File: config.mk
export PLATFORM = sky130hd
export DESIGN_NAME = inst_fetch_buffer
export DESIGN_NICKNAME = d
export VERILOG_FILES = /design/src/rtl/inst_fetch_buffer.sv
export SDC_FILE = /design/constraint.sdc
export NUM_CORES = 1
export LEC_CHECK = 0
export ABC_AREA = 1
export CORE_MARGIN = 2
export CORE_UTILIZATION = 41
export CTS_BUF_LIST = sky130_fd_sc_hd__clkbuf_8
export DETAILED_ROUTE_END_ITERATION = 7
export DONT_BUFFER_PORTS = 1
export PLACE_DENSITY = 0.57
export SYNTH_ARGS = -nofsm -noshare
export SYNTH_HDL_FRONTEND = slang
export SYNTH_SLANG_ARGS = --single-unit
File: constraint.sdc
create_clock -name clk -period 6.6 [get_ports clk]
set_input_delay 1.32 -clock clk [delete_from_list [all_inputs] [get_ports clk]]
set_output_delay 1.32 -clock clk [all_outputs]
set_load 0.005 [all_outputs]
File: src/rtl/inst_fetch_buffer.sv
// Four-entry instruction queue between fetch and decode. Presents the oldest
// word to decode as inst_de, or an all-zero nop when empty; flush empties it.
module inst_fetch_buffer #(
  parameter int DEPTH = 4,
  parameter int PTR_W = 2
) (
  input  logic             clk,
  input  logic             rst,
  input  logic             flush,
  input  logic             in_valid,
  output logic             in_ready,
  input  logic [31:0]      in_pc,
  input  logic [31:0]      in_inst,
  input  logic             in_adel,
  output logic             out_valid,
  input  logic             out_ready,
  output logic [31:0]      out_pc,
  output logic [31:0]      inst_de,
  output logic             out_adel,
  output logic [PTR_W:0]   count
);

  localparam logic [PTR_W:0] FULL = (PTR_W + 1)'(DEPTH);

  logic [64:0]      mem [DEPTH];
  logic [PTR_W-1:0] wr_ptr;
  logic [PTR_W-1:0] rd_ptr;
  logic             push;
  logic             pop;
  logic [64:0]      head;

  // Handshake: a word moves on a rising edge only when valid and ready are
  // both high in that cycle and flush is low. in_ready is a function of count
  // alone, so a full buffer refuses a push even while a pop is in progress.
  assign in_ready  = ~rst & (count != FULL);
  assign out_valid = (count != '0);
  assign push      = in_valid & in_ready & ~flush;
  assign pop       = out_valid & out_ready & ~flush;

  // Empty queue reads as zero, which decodes as sll $0,$0,0.
  assign head     = out_valid ? mem[rd_ptr] : '0;
  assign out_adel = head[64];
  assign out_pc   = head[63:32];
  assign inst_de  = head[31:0];

  always_ff @(posedge clk) begin
    if (push) begin
      mem[wr_ptr] <= {in_adel, in_pc, in_inst};
    end
  end

  always_ff @(posedge clk or posedge rst) begin
    if (rst) begin
      wr_ptr <= '0;
      rd_ptr <= '0;
      count  <= '0;
    end else if (flush) begin
      wr_ptr <= '0;
      rd_ptr <= '0;
      count  <= '0;
    end else begin
      if (push) begin
        wr_ptr <= wr_ptr + 1'b1;
      end
      if (pop) begin
        rd_ptr <= rd_ptr + 1'b1;
      end
      case ({push, pop})
        2'b10:   count <= count + 1'b1;
        2'b01:   count <= count - 1'b1;
        default: count <= count;
      endcase
    end
  end

endmodule

# [Yosys cells after proc, flatten, opt, wreduce, memory -nomap -nowiden]
# Memory sizes are Yosys's and may differ from the RTL's.
# Index checks and enable logic that the tools add are counted.
[totals] register_bits=7 mem_bits_rw=260 inputBits=70 out_inout_bits=70 wordCells=31 n_memories=1
[op_classes] n_addsub=4 n_eq_ne=3 n_mux=9 n_bitwise=7 reduce_logical=4
[mem_list] memory="mem" words=4 word_bits=65 rd=1 rd_ports_with_merged_regs=0 write_ports=1 line="25" text="logic [64:0] mem [DEPTH];"
[ops] cell="two-way mux 65 bit" n=1
[ops] cell="two-way mux 2 bit" n=4
[ops] cell="case mux 3 bit (2 select lines)" n=1
[ops] cell="nonzero test 3 bit" n=2
[ops] cell="AND 1 bit" n=5
[ops] cell="adder 2 x 1 -> 2 bit (second input constant)" n=2
[ops] cell="nonzero test 2 bit" n=2
[ops] cell="adder 3 x 1 -> 3 bit (second input constant)" n=1
[ops] cell="two-way mux 3 bit" n=1
[ops] cell="!= test 3 bit (second input constant)" n=1
[ops] cell="subtractor 3 x 1 -> 3 bit (second input constant)" n=1
[ops] cell="== test 2 x 1 -> 1 bit (second input constant)" n=1
[ops] cell="== test 2 bit (second input constant)" n=1
[ops] cell="two-way mux 1 bit" n=2
[ops] cell="NOT 1 bit" n=2

# [Longest topological paths before layout]
[logic_depth] ltp_word=7 ltp_mapped=13 mapped_depth_nobuf=13

# [Worst setup path after synthesis]
# No wires, ideal clock.
[synth_timing] path_kind="input port to flip-flop" startpoint="input rst" endpoint="memory mem[0][0] (enable)" setup_time_ns=0.488 t_arrival_ns=4.676 t_required_ns=6.112 path_slack_ns=1.435 path_stages=5 path_buffers=0 cell_sequence="inv_1 -> nand3_1 -> nor2_1 -> inv_1 -> nor2_1"
[synth_via] elab_chain_len=6
[synth_rtl] element="from (decl)" line="8" text="input logic rst,"
[synth_rtl] element="NOT 1 bit" line="35" text="assign in_ready = ~rst & (count != FULL);"
[synth_rtl] element="AND 1 bit" line="35"
[synth_rtl] element="AND 1 bit (2 in series)" line="37" text="assign push = in_valid & in_ready & ~flush;"
[synth_rtl] element="two-way mux 1 bit" line="47" text="if (push) begin"
[synth_rtl] element="two-way mux 1 bit (not written as such)" line="48" text="mem[wr_ptr] <= {in_adel, in_pc, in_inst};"
[synth_rtl] element="to (decl)" line="25"
# No other way between the ends.

# [Worst setup path after layout]
[layout_timing] startpoint="register rd_ptr[0]" endpoint="output inst_de[0]"
[layout_via] elab_chain_len=2
[layout_rtl] element="from (decl)" line="27" text="logic [PTR_W-1:0] rd_ptr;"
[layout_rtl] element="from (signal assigned)" line="66" text="rd_ptr <= rd_ptr + 1'b1;"
[layout_rtl] element="memory read (4 x 65 bit)"
[layout_rtl] element="two-way mux 65 bit" line="41" text="assign head = out_valid ? mem[rd_ptr] : '0;"
[layout_rtl] element="to (decl)" line="18" text="output logic [31:0] inst_de,"
# No other way between the ends.

==> out/summary.txt <==
Status: complete, no violations
HP Class: input pin to async pin
Routed Wire Length: 22.8 mm
Nets@finish: 917
Pre-CTS setup slack: 2.70 ns
Postcts setup bufs: 0
Slew Viols, Final: 0
Max FO, Critical Path: 103
RSZ-0062 raised after global routing: no
Hold WS: 0.609 ns
Area growth syn-to-layout: 10.0%
Aggregate global routing overflow: 0
Req. time, crit path: 5.28 ns
Synth Cell Area: 10600 sq um
Horiz. Die Dim: 164 microns
FP Rows: 58
First-pass GRT wire length: 34.1 mm
Syn Nets: 910
FF+latch count, synth: 267
H-tree depth: 2
Initial antenna violation count: 0
Peak Freq: 226 MHz
Number of global-route vias before repair: 6184
Clock sink count: 267
DRT Pass-1 Iters: 4
ANT nets after route: 0
I/O Buffers: 0
CTS buffer count: 46
Die area: 27000 sq um
Routed wire per std cell: 18.8 microns
Area contributors post-synth: edfxtp_1 (74%), nor2_1 (9.5%), o21ai_1 (4.3%)
Synthesized instance count: 835
Startpoint Class: flop
Ys Warns: 0
DR vias/cell: 5.03
Setup TNS Final: 0 ns
Synth cell types: 24
Via count: 6087
Worst clock skew: 0.0143 ns
Die Span Y: 164 microns
Post-DP HPWL: 11.3 mm
Max-slew headroom: 27.3%
Fin. Hold Viols: 0
WS Path Type: flop to output port
Clk slew on worst S/H paths: 0.05 ns
Area share of the largest cell type after synthesis: 74.0%
DP Area: 10800 sq um
Gpl congestion: 0.726
Slew @ Worst Pin: 1.09 ns
Overall Power: 3700 uW
Core area: 25300 sq um
CTS max path bufs: 3
Root Driver: clkbuf_8
CTS tree: yes
Setup ws final: 2.18 ns
Yosys top cell by area: edfxtp_1
IO Pins: 140
Syn_area_per_cell: 12.6 sq um
CP Capture Type: output port
Worst EP arrival: 3.10 ns
Leak: 0.00394 uW
Drt first-iter violations: 394
Setup violators final: 0
Share of cells above drive strength 1: 9.09%
CTS-repair resized insts: 0
VDD IR max: 0.000180 V
Largest net degree at the start of global routing: 104
Finished Cell Area: 11600 sq um
Skew-Pair Late Insertion Delay: 0.55 ns
Final period util: 67.0%
Post-layout min period: 4.42 ns
MaxCap Viol Count: 0
P per Cell Area: 319 nW/um^2
Tot GR Track Use: 16.7%
DRC viols: 0
Initial Util: 41.8%
Seq/Total Area, Yosys: 75.6%
N_diodes: 0
Hold Buf Count CTS: 0
state kept, by name, indices dropped and copies added, names as in the netlist:
register,cells
mem,260
count,3
wr_ptr,2
rd_ptr,2
cell families after synthesis:
| logic type | after synthesis | synth area share, % |
|---|---|---|
| XOR/XNOR | 1 | 0.0830 |
| AO/OA/AOI/OAI | 202 | 9.61 |
| AND/OR/NAND/NOR | 293 | 10.9 |
| buffers and inverters | 67 | 3.16 |
| adder cells (fa/ha/maj) | 5 | 0.664 |
| flip-flops | 267 | 75.6 |
cells in the mapped netlist:
library cell / n
dfrtp_1: 7
nor2_1: 266
ha_1: 4
a21oi_2: 1
clkbuf_2: 5
nand3_1: 4
nor2_8: 1
nand2_4: 2
clkbuf_1: 8
buf_1: 1
inv_1: 11
buf_2: 25
buf_4: 10
nand2_1: 18
xnor2_1: 1
nand2_2: 1
nor2_4: 1
fa_1: 1
inv_2: 6
a21oi_1: 68
o21ai_1: 90
buf_6: 1
o21ai_0: 43
edfxtp_1: 260
layout by cell type, fill, tap and decap left out, drive strengths merged:
cell type / synthesis / final
nor2: 268 / 268
clkinvlp: 0 / 2
o21ai: 133 / 133
ha: 4 / 4
clkinv: 0 / 13
inv: 17 / 41
dfrtp: 7 / 7
nand3: 4 / 4
fa: 1 / 1
a21oi: 69 / 69
edfxtp: 260 / 260
buf: 37 / 9
nand2: 21 / 21
xnor2: 1 / 1
clkbuf: 13 / 47
metrics by stage:
| step | util (%) | std cells |
|---|---|---|
| 2_1_floorplan | - | 835 |
| 3_3_place_gp | 42.8 | 1124 |
| 3_5_place_dp | 42.8 | 1124 |
| 4_1_cts | 46.0 | 1210 |
| 5_1_grt | 46.0 | 1210 |
| 6_report | 46.0 | 1210 |
worst max-delay path, cell delays in order (launching register included):
cell and delay [ns]:
dfrtp_4 0.75, inv_4 0.92, buf_4 0.44, o21ai_0 0.16, a21oi_1 0.23
metal layers:
layer  share of wire (%)  global-route usage (%)
met5                   0                       0
met1                  39                    17.9
met2                  49                    29.9
met4                 1.5                    5.02
met3                  10                    7.28
final timing paths:
check | depth (start not counted) | from | slack (ns) | end
max | 4 | rd_ptr[0] | 2.18 | inst_de[0]
min | 1 | rst | 0.61 | wr_ptr[1]
max reg2reg | 7 | count[0] | 4.05 | mem[3][26]
min reg2reg | 2 | wr_ptr[1] | 0.65 | wr_ptr[1]
max in group asynchronous | 1 | rst | 5.72 | rd_ptr[0]
min in group clk | 2 | wr_ptr[1] | 0.65 | wr_ptr[1]
power breakdown:
group | total (uW) | leakage [uW] | switching, uW | internal [uW]
combinational | 473 | 0.00101 | 354 | 119
clock | 1290 | 0.000493 | 632 | 662
sequential | 1930 | 0.00244 | 39.5 | 1890
total | 3700 | 0.00394 | 1030 | 2670
final cells by class:
cell class                      instances  area, sq um
Fill cell                            2299        13600
Multi-Input combinational cell        501         2270
Clock buffer                           47          647
Sequential cell                       267         7990
Tap cell                              330          413
Inverter                               17         66.3
Timing Repair Buffer                    9         67.6
Clock inverter                         39          163
Note: power is estimated with default switching activity, not from simulation.
